===== src/rtl/mem_ctrl_pkg.sv =====
// Shared types and constants for the two-requester memory access controller.
// The protected-window check lives here so any block can reuse it.
package mem_ctrl_pkg;

  localparam int ADDR_W = 10;
  localparam int DATA_W = 32;
  localparam int KEY_W  = 16;

  localparam logic [ADDR_W-1:0] DEF_PROT_BASE = 10'h300;
  localparam logic [ADDR_W-1:0] DEF_PROT_TOP  = 10'h3FF;

  typedef enum logic [1:0] {
    ST_IDLE  = 2'd0,
    ST_ISSUE = 2'd1,
    ST_RESP  = 2'd2
  } state_e;

  // Zero-extended compare keeps the window test meaningful when TOP is the last address.
  function automatic logic in_window(input logic [ADDR_W-1:0] addr,
                                     input logic [ADDR_W-1:0] base,
                                     input logic [ADDR_W-1:0] top);
    logic [ADDR_W:0] a_ext;
    a_ext = {1'b0, addr};
    return (a_ext >= {1'b0, base}) && (a_ext <= {1'b0, top});
  endfunction

endpackage


===== src/rtl/rr_arb2.sv =====
// Two-way round-robin arbiter: combinational grant, last-grant pointer
// updated only when the grant is actually accepted.
module rr_arb2 (
  input  logic       clk,
  input  logic       rst_n,
  input  logic [1:0] req,
  input  logic       accept,
  output logic [1:0] grant,
  output logic       grant_id
);

  logic last_q;
  logic last_d;

  always_comb begin
    grant_id = 1'b0;
    grant    = 2'b00;
    last_d   = last_q;
    // On a tie the requester that did not win last time goes first.
    if (req == 2'b11) begin
      grant_id = ~last_q;
    end else if (req[1]) begin
      grant_id = 1'b1;
    end
    if (req != 2'b00) begin
      grant = grant_id ? 2'b10 : 2'b01;
    end
    if (accept && (req != 2'b00)) begin
      last_d = grant_id;
    end
  end

  always_ff @(posedge clk) begin
    if (!rst_n) begin
      last_q <= 1'b1;
    end else begin
      last_q <= last_d;
    end
  end

endmodule


===== src/rtl/mem_access_ctrl.sv =====
// Arbitrates two requesters onto the memory primary port with a fixed
// accept/issue/response sequence and key-gated protected address window.
module mem_access_ctrl
  import mem_ctrl_pkg::*;
#(
  parameter logic [ADDR_W-1:0] PROT_BASE = DEF_PROT_BASE,
  parameter logic [ADDR_W-1:0] PROT_TOP  = DEF_PROT_TOP
) (
  input  logic              clk,
  input  logic              rst_n,
  input  logic              r0_req,
  input  logic              r0_we,
  input  logic [ADDR_W-1:0] r0_addr,
  input  logic [DATA_W-1:0] r0_wdata,
  input  logic [KEY_W-1:0]  r0_key,
  output logic              r0_ready,
  output logic              r0_done,
  output logic              r0_err,
  output logic [DATA_W-1:0] r0_rdata,
  input  logic              r1_req,
  input  logic              r1_we,
  input  logic [ADDR_W-1:0] r1_addr,
  input  logic [DATA_W-1:0] r1_wdata,
  input  logic [KEY_W-1:0]  r1_key,
  output logic              r1_ready,
  output logic              r1_done,
  output logic              r1_err,
  output logic [DATA_W-1:0] r1_rdata,
  output logic              mem_wenable,
  output logic              mem_renable,
  output logic [ADDR_W-1:0] mem_write_address,
  output logic [ADDR_W-1:0] mem_read_address,
  output logic [DATA_W-1:0] mem_data_in,
  input  logic [DATA_W-1:0] mem_data_out,
  input  logic [KEY_W-1:0]  mem_key_access,
  output logic [7:0]        viol_count
);

  state_e            state_q, state_d;
  logic              we_q, we_d;
  logic [ADDR_W-1:0] addr_q, addr_d;
  logic [DATA_W-1:0] wdata_q, wdata_d;
  logic              gid_q, gid_d;
  logic              viol_q, viol_d;
  logic [7:0]        cnt_q, cnt_d;

  logic [1:0]        grant;
  logic              grant_id;
  logic              accept;
  logic [ADDR_W-1:0] sel_addr;
  logic [KEY_W-1:0]  sel_key;
  logic              resp_ok_read;

  assign accept = rst_n && (state_q == ST_IDLE) && (r0_req || r1_req);

  rr_arb2 u_arb (
    .clk      (clk),
    .rst_n    (rst_n),
    .req      ({r1_req, r0_req}),
    .accept   (accept),
    .grant    (grant),
    .grant_id (grant_id)
  );

  assign sel_addr = grant_id ? r1_addr : r0_addr;
  assign sel_key  = grant_id ? r1_key  : r0_key;

  always_comb begin
    state_d = state_q;
    we_d    = we_q;
    addr_d  = addr_q;
    wdata_d = wdata_q;
    gid_d   = gid_q;
    viol_d  = viol_q;
    cnt_d   = cnt_q;
    case (state_q)
      ST_IDLE: begin
        if (accept) begin
          state_d = ST_ISSUE;
          we_d    = grant_id ? r1_we    : r0_we;
          wdata_d = grant_id ? r1_wdata : r0_wdata;
          addr_d  = sel_addr;
          gid_d   = grant_id;
          viol_d  = in_window(sel_addr, PROT_BASE, PROT_TOP) && (sel_key != mem_key_access);
        end
      end
      ST_ISSUE: begin
        state_d = ST_RESP;
        if (viol_q && (cnt_q != 8'hFF)) begin
          cnt_d = cnt_q + 8'd1;
        end
      end
      ST_RESP: begin
        state_d = ST_IDLE;
      end
      default: begin
        state_d = ST_IDLE;
      end
    endcase
  end

  always_ff @(posedge clk) begin
    if (!rst_n) begin
      state_q <= ST_IDLE;
      we_q    <= 1'b0;
      addr_q  <= '0;
      wdata_q <= '0;
      gid_q   <= 1'b0;
      viol_q  <= 1'b0;
      cnt_q   <= 8'h00;
    end else begin
      state_q <= state_d;
      we_q    <= we_d;
      addr_q  <= addr_d;
      wdata_q <= wdata_d;
      gid_q   <= gid_d;
      viol_q  <= viol_d;
      cnt_q   <= cnt_d;
    end
  end

  // Strobes are the only qualifiers; address and data lines always show the latched values.
  assign mem_wenable       = (state_q == ST_ISSUE) && !viol_q && we_q;
  assign mem_renable       = (state_q == ST_ISSUE) && !viol_q && !we_q;
  assign mem_write_address = addr_q;
  assign mem_read_address  = addr_q;
  assign mem_data_in       = wdata_q;
  assign viol_count        = cnt_q;

  assign r0_ready = accept && grant[0];
  assign r1_ready = accept && grant[1];

  assign r0_done  = (state_q == ST_RESP) && !gid_q;
  assign r1_done  = (state_q == ST_RESP) && gid_q;
  assign r0_err   = r0_done && viol_q;
  assign r1_err   = r1_done && viol_q;

  assign resp_ok_read = !we_q && !viol_q;
  assign r0_rdata = (r0_done && resp_ok_read) ? mem_data_out : '0;
  assign r1_rdata = (r1_done && resp_ok_read) ? mem_data_out : '0;

endmodule


===== config.mk =====
export PLATFORM = sky130hd
export DESIGN_NAME = mem_access_ctrl
export DESIGN_NICKNAME = d
export VERILOG_FILES = /design/src/rtl/mem_ctrl_pkg.sv /design/src/rtl/rr_arb2.sv /design/src/rtl/mem_access_ctrl.sv
export SDC_FILE = /design/constraint.sdc
export NUM_CORES = 1
export LEC_CHECK = 0
export BUFFER_PORTS_ARGS = -buffer_cell sky130_fd_sc_hd__buf_2
export CAP_MARGIN = 20
export CORE_AREA = 2 2 117 119
export DETAILED_ROUTE_END_ITERATION = 16
export DIE_AREA = 0 0 119 121
export GPL_TIMING_DRIVEN = 1
export MAX_ROUTING_LAYER = met4
export PLACE_DENSITY_LB_ADDON = 0.15
export SKIP_CTS_REPAIR_TIMING = 1
export SLEW_MARGIN = 30
export SYNTH_ARGS = -nofsm -noshare
export SYNTH_HDL_FRONTEND = slang
export SYNTH_SLANG_ARGS = --single-unit

===== constraint.sdc =====
create_clock -name clk -period 5 [get_ports clk]
set_clock_uncertainty 0.2 [all_clocks]
set_input_delay 0.75 -clock clk [delete_from_list [all_inputs] [get_ports clk]]
set_output_delay 0.75 -clock clk [all_outputs]
set_load 0.01 [all_outputs]

## After elaboration in Yosys (flattened, before gate mapping)

Cells that the tools add are included.
W data, S select, Z words.

- Input bits: 170
- Register bits after elaboration: 56

- Reduce and logical (&&, ||, !) cells: 25
- $add $sub $neg: 1
- Bitwise operators: 1
- $lt $le $gt $ge: 1
- Mux-type cells: 12
- Equal/unequal tests: 6

Operators with widths:

| operator | number |
|---|---|
| $mux W32 | 3 |
| $logic_and A1 B1 Y1 | 17 |
| $mux W16 | 1 |
| $ne A16 B16 Y1 | 1 |
| $ge A10 B10 Y1 const B | 1 |
| $mux W10 | 1 |
| $add A8 B1 Y8 const B | 1 |
| $ne A8 B8 Y1 const B | 1 |
| $mux W2 | 3 |
| $eq A2 B2 Y1 const B | 2 |
| $pmux W2 S2 | 1 |
| $reduce_and A2 Y1 | 2 |
| $logic_not A1 Y1 | 3 |
| $mux W1 | 3 |
| $eq A2 B1 Y1 const B | 1 |
| $logic_not A2 Y1 | 1 |
| $ne A2 B2 Y1 const B | 1 |
| $reduce_bool A2 Y1 | 1 |
| $logic_or A1 B1 Y1 | 1 |
| $not A1 Y1 | 1 |

## Depth between registers and ports, before layout

Gate-level depths: netlist of run 1.

- Depth in word-level cells: 5
- Mapped depth: 7
- Mapped depth without buffers: 6

## Modules after synthesis

A second synthesis of run 1 with hierarchy kept.

- Cell total of the unflattened synthesis: 381
- Area, all modules: 3,518.4 sq um

Modules (own cells, without submodules):

| module | area each (sq um) | times used | sequential area each (sq um) | cells each |
|---|---|---|---|---|
| mem_access_ctrl | 3,452.1 | 1 | 1,101.1 | 373 |
| rr_arb2 | 66.3 | 1 | 20.0 | 8 |

## Worst setup path after synthesis of run 1

Ideal clock, no wire load.

- Path type: input -> output
- From: input port r1_req
- To: output port r0_ready
- Stages on the path: 4
- Setup slack: 2.692 ns
- Arrival: 1.358 ns
- Buffers on the path: 2
- Cell sequence: a21boi_1 buf_4 buf_4 nor2_1

- Cells in the longest elaborated chain, start to end: 5
- Elaborated cells between the ends (all ways): 9
- Those cells by class: eq/ne (1); mux (4); reduce/logical (4)

Ends and longest elaborated chain:

| element | line | source |
|---|---|---|
| start, declared | mem_access_ctrl.sv:20 | `input logic r1_req,` |
| $eq A2 B2 Y1 / $mux W1 (equally long branches) | rr_arb2.sv:20, rr_arb2.sv:22 |  |
| $mux W1 | rr_arb2.sv:20 | `if (req == 2'b11) begin` |
| $mux W2 | rr_arb2.sv:26 | `grant = grant_id ? 2'b10 : 2'b01;` |
| $mux W2 | rr_arb2.sv:25 | `if (req != 2'b00) begin` |
| $logic_and A1 B1 Y1 * | mem_access_ctrl.sv:130 | `assign r0_ready = accept && grant[0];` |
| end, declared | mem_access_ctrl.sv:16 | `output logic r0_ready,` |

Every way passes the cells marked *; elsewhere a longest branch is shown, timed or not.

## Worst setup path in the final report of run 1

- From: register gid_q
- To: output port r0_rdata[15]

- Cells in the longest elaborated chain, start to end: 4

Ends and longest elaborated chain:

| element | line | source |
|---|---|---|
| start, declared | mem_access_ctrl.sv:43 | `logic gid_q, gid_d;` |
| start signal, assigned | mem_access_ctrl.sv:116 | `gid_q <= gid_d;` |
| $logic_not A1 Y1 | mem_access_ctrl.sv:133 | `assign r0_done = (state_q == ST_RESP) && !gid_q;` |
| $logic_and A1 B1 Y1 | mem_access_ctrl.sv:133 |  |
| $logic_and A1 B1 Y1 | mem_access_ctrl.sv:139 | `assign r0_rdata = (r0_done && resp_ok_read) ? mem_data_out : '0;` |
| $mux W32 | mem_access_ctrl.sv:139 |  |
| end, declared | mem_access_ctrl.sv:19 | `output logic [DATA_W-1:0] r0_rdata,` |

No other way between the ends.

==> results of run 1 <==
[Yosys cell counts (2+ instances only)]
cell type	count	share of area [%]
buf_4	15	3.2
nor3b_2	3	1.1
clkbuf_1	19	2.0
and2_1	74	13
or3_1	2	0.35
and3b_1	2	0.49
nand3_1	5	0.70
a21oi_1	2	0.28
o211a_1	43	12
o211ai_1	2	0.42
inv_1	8	0.84
a21boi_1	2	0.42
nor2b_1	2	0.35
mux2i_1	47	13
nand4_1	3	0.53
xor2_1	18	4.4
o21ai_0	2	0.28
nor4_1	3	0.53
xnor2_1	12	2.9
nor2_1	4	0.42
buf_2	3	0.42
nor3_2	4	1.1
o22ai_1	3	0.53
dfxtp_1	56	31
nand2_1	47	5.0
[state kept, by name, indices dropped and copies added (netlist names)]
name,cells
mem_read_address,10
u_arb.last_q,1
viol_q,1
state_q,2
viol_count,8
gid_q,1
we_q,1
mem_data_in,32
[worst min path at each step]
stage | start | slack [ns] | depth (start not counted) | end
after detailed placement | mem_data_in[17]$_SDFFE_PN0P_ | 0.28 | 1 | mem_data_in[17]$_SDFFE_PN0P_
after floorplan | u_arb.last_q$_SDFFE_PN1P_ | 0.24 | 2 | u_arb.last_q$_SDFFE_PN1P_
after CTS | mem_data_in[8]$_SDFFE_PN0P_ | 0.30 | 1 | mem_data_in[8]$_SDFFE_PN0P_
after global placement | mem_data_in[14]$_SDFFE_PN0P_ | 0.28 | 1 | mem_data_in[14]$_SDFFE_PN0P_
final | mem_data_in[17]$_SDFFE_PN0P_ | 0.30 | 1 | mem_data_in[17]$_SDFFE_PN0P_
after global routing | mem_data_in[8]$_SDFFE_PN0P_ | 0.31 | 1 | mem_data_in[8]$_SDFFE_PN0P_
[area by class of cell]
cell class | count | share of cell area (%)
Antenna cell | 2 | 0.0947
Clock buffer | 7 | 2.70
Clock inverter | 1 | 0.142
Inverter | 9 | 0.640
Multi-Input combinational cell | 293 | 41.9
Sequential cell | 56 | 21.2
Tap cell | 176 | 4.17
Timing Repair Buffer | 305 | 29.1
[metrics by stage]
step	worst slack (ns)	util, %
after floorplan	2.69	-
after global placement	2.00	39.1
after detailed placement	1.97	39.2
after CTS	2.00	40.3
after global routing	1.77	40.4
final	2.03	40.4
[metal layers]
| metal | routed length [um] | vias to the layer above |
|---|---|---|
| met2 | 6400 | 186 |
| met4 | 191 | 0 |
| met1 | 5040 | 1749 |
| li1 | - | 1904 |
| met5 | 0 | - |
| met3 | 891 | 9 |
[cells by family after synthesis]
family	synth area share [%]
buffers and inverters	6.85
DFF	31.5
adders and majority gates	0.351
muxes	13.2
AOI/OAI and AO/OA	16.3
xor gates and xnor gates	7.37
and+or+nand+nor	24.4
[critical path, delay by kind of cell (launching register included)]
kind	cells	cell delay [ns]
AND/OR/NAND/NOR	3	1.26
flip-flops	1	0.35
buffers and inverters	1	0.13
[report_power, final]
| group | switching (W) | internal (W) |
|---|---|---|
| Combinational | 0.000156 | 0.000155 |
| Clock | 0.000157 | 0.000200 |
| Sequential | 0.0000245 | 0.000482 |
| Total | 0.000337 | 0.000838 |
==> results.yml, run 1 <==
synth:
  synth_edf_count: 0
  synth_ff_type: "dfxtp_1"
  yosysWarnings: 0
  synthCells: 396
  ys_types: 40
  synthArstFlopShare_pct: 0
  synth.avg_cell_area_um2: 9.00
  synth_nets: 567
  ys_seq_area_share_pct: 31.5
  syn_area_mm2: 0.00356
  ys_ff_latch: 56
floorplanning:
  fp.dieArea_mm2: 0.0144
  die_y_um: 121
  die_w_um: 119
  fp-row-count: 42
  core-area_mm2: 0.0131
  start_util_pct: 27.2
  top_level_ports: 302
placement:
  placed_cells: 839
  placed_area_mm2: 0.00513
  dp.final_hpwl_mm: 10.0
  port_buffers: 301
  finalWeightedCongestion: 0.878
final_layout:
  nets: 841
  layout_commonest_cell: "buf_2"
  drive_above_1_share_pct: 48.6
  seqCellArea_mm2: 0.00112
  fin_cells: 849
  nFillCells: 1413
  multi_input_area_mm2: 0.00222
  final_cell_mix: "301 x buf_2, 74 x and2_1, 56 x dfxtp_1"
  synthToLayoutAreaGrowth_pct: 48.2
  final_area_mm2: 0.00528
critical_path:
  r2r_start: "u_arb.last_q$_SDFFE_PN1P_"
  r2r_slack_ns: 2.53
  rr_worst_depth: 5
  path_class: "reg -> out"
  crit_end: "r0_rdata[15]"
  cp.required_ns: 4.05
  end_kind: "output pin"
  worstPathMaxFanout: 32
  crit_path_start_kind: "register"
  cp-startpoint: "gid_q$_SDFFE_PN0P_"
  cp.arrival_ns: 2.02
  reg2reg_to: "mem_data_in[22]$_SDFFE_PN0P_"
  slowest_delay_ns: 0.77
  cp_slowest_cell: "nor3b_4"
  crit_chain: "nor3b_2 > nor3b_4 > and2_1 > buf_2"
global_route:
  grt_use_met1_pct: 18.7
  grt_pass1_wl_mm: 19.1
  track_usage_pct: 17.1
  use_met3_pct: 3.67
  use_met2_pct: 31.4
  grt_pass1_vias: 3706
  grt_start_max_net_pins: 90
  antenna_found_initial: 2
  overflow: 0
  top_usage_layer: "met2"
pwr:
  vdd_drop_max_mv: 0.142
  p_per_area_mw_per_mm2: 222
  p_leak_nw: 3.23
  p_total_w: 0.00118
detailed_routing:
  wire_per_inst_um: 14.7
  wirelength_mm: 12.5
  drt_pre_antenna_iters: 4
  via_per_inst: 4.53
  vias: 3848
  first_iter_violations: 141
  drtAntennaViolNets: 0
  remaining_drc_errors: 0
sta:
  hold_viol: 0
  period_needed_ns: 2.97
  setup_viol: 0
  rsz0062_at_grt: "false"
  hold_slack_ns: 0.295
  relSlewSlack_pct: 42.7
  setup_tns_ns: 0
  slew_violations: 0
  tightest_slew_ns: 0.859
  max_freq_mhz: 336
  period_share_pct: 59.4
clock_network:
  cts_tree: "built"
  clk_latency_ns: 0.29
  clk_pin_slew_ns: 0.07
  htreeDepth: 2
  clockBufferDepth: 2
  cts_root_buffer: "clkbuf_16"
  cts_sinks: 56
  numCtsBuffers: 5
worst_hold_path:
  min-delay-path-class: "reg -> reg"
run:
  maxCapViolCount: 0
outcome:
  status: "finished clean"
Power figures use the tool's default switching activity.
==> run 2: changes to the inputs <==
- CORE_AREA: 2 2 117 119 -> 2 2 118 120
- DIE_AREA: 0 0 119 121 -> 0 0 120 122
- clock period: 5 -> 2.75 ns (I/O delays scaled with it)
==> run 2 against run 1 <==
Utilization fell by 0.80 points. Routed wire length fell by 3.3%. Sequential share of layout area fell by 0.24 points. Clock power rose by 82%. Cell count rose by 0.94%. Critical endpoint is now r1_rdata[1]. Highest routed layer unchanged.
==> results.yml, run 2 (same netlist as run 1, synthesis figures left out) <==
clock_network:
  cts_tree: "built"
  numCtsBuffers: 5
  clk_latency_ns: 0.29
  cts_sinks: 56
  cts_root_buffer: "clkbuf_16"
  htreeDepth: 2
  clockBufferDepth: 2
  clk_pin_slew_ns: 0.08
pwr:
  p_leak_nw: 3.27
  p_per_area_mw_per_mm2: 403
  vdd_drop_max_mv: 0.281
  p_total_w: 0.00215
placement:
  port_buffers: 301
  placed_cells: 849
  finalWeightedCongestion: 0.809
  dp.final_hpwl_mm: 9.90
detailed_routing:
  wire_per_inst_um: 14.1
  first_iter_violations: 94
  vias: 3826
  remaining_drc_errors: 0
  drt_pre_antenna_iters: 4
  via_per_inst: 4.46
  drtAntennaViolNets: 0
  wirelength_mm: 12.1
sta:
  period_share_pct: 84.4
  hold_viol: 0
  hold_slack_ns: 0.255
  max_freq_mhz: 431
  tightest_slew_ns: 0.590
  setup_viol: 0
  rsz0062_at_grt: "false"
  period_needed_ns: 2.32
  slew_violations: 0
  setup_tns_ns: 0
  relSlewSlack_pct: 60.6
floorplanning:
  fp.dieArea_mm2: 0.0146
  core-area_mm2: 0.0135
  fp-row-count: 43
  die_y_um: 122
  start_util_pct: 26.4
  die_w_um: 120
  top_level_ports: 302
run:
  maxCapViolCount: 0
final_layout:
  largest_reg_flops: 32
  drive_above_1_share_pct: 49.2
  synthToLayoutAreaGrowth_pct: 50.0
  num_antenna_cells: 0
  final_cell_mix: "301 x buf_2, 74 x and2_1, 56 x dfxtp_1"
  nets: 847
  fin_cells: 857
  nFillCells: 1426
  layout_commonest_cell: "buf_2"
critical_path:
  path_class: "reg -> out"
  r2r_start: "u_arb.last_q$_SDFFE_PN1P_"
  crit_path_start_kind: "register"
  worstPathMaxFanout: 32
  end_kind: "output pin"
  cp-startpoint: "state_q[0]$_SDFFE_PN0P_"
  cp.arrival_ns: 1.71
  cp.required_ns: 2.14
global_route:
  grt_pass1_wl_mm: 18.2
  overflow: 0
  grt_start_max_net_pins: 56
  track_usage_pct: 16.1
  grt_pass1_vias: 3676
  antenna_found_initial: 0
worst_hold_path:
  hold_path.startpoint: "r0_wdata[11]"
  min-delay-path-class: "in -> reg"
outcome:
  status: "finished clean"
==> run 2: cell type report <==
cell class	count	area, um2	share of cell area [%]
Inverter	9	33.8	0.632
Timing Repair Buffer	311	1610	30.1
Clock inverter	3	22.5	0.421
Sequential cell	56	1120	21.0
Multi-Input combinational cell	293	2210	41.3
Tap cell	180	225	4.21
Clock buffer	5	125	2.34
==> run 2: path summary, 6_finish.rpt <==
path / endpoint / slack (ns) / depth (start not counted)
worst max-delay path: r1_rdata[1] / 0.43 / 5
worst min register to register: mem_data_in[11]$_SDFFE_PN0P_ / 0.30 / 1
worst min-delay path: mem_data_in[11]$_SDFFE_PN0P_ / 0.26 / 4
worst max register to register: mem_data_in[21]$_SDFFE_PN0P_ / 0.83 / 5
==> run 2: layer usage <==
metal / vias up / wire, um / track usage (%)
met2: 180 / 6180 / 30.0
li1: 1916 / - / -
met5: - / 0 / -
met4: 0 / 153 / 3.97
met1: 1719 / 4810 / 17.2
met3: 11 / 962 / 3.51
==> run 2: report_power, final <==
part,internal (W),total [W],switching [W]
registers,0.000876,0.000922,0.0000456
clock network,0.000342,0.000651,0.000309
logic,0.000293,0.000579,0.000285
==> run 2: per-stage QoR <==
step	setup slack, ns	instance area [um2]	util [%]
floorplan	0.858	3560	-
global placement	0.629	5200	38.5
detailed placement	0.614	5200	38.5
CTS	0.367	5340	39.6
global route	0.257	5340	39.6
finish	0.428	5340	39.6
==> run 2: critical path: stages (launching register included) <==
cell,delay [ns]
dfxtp_1,0.34
and3b_1,0.27
nor3b_2,0.17
buf_4,0.28
and2_1,0.21
buf_2,0.14
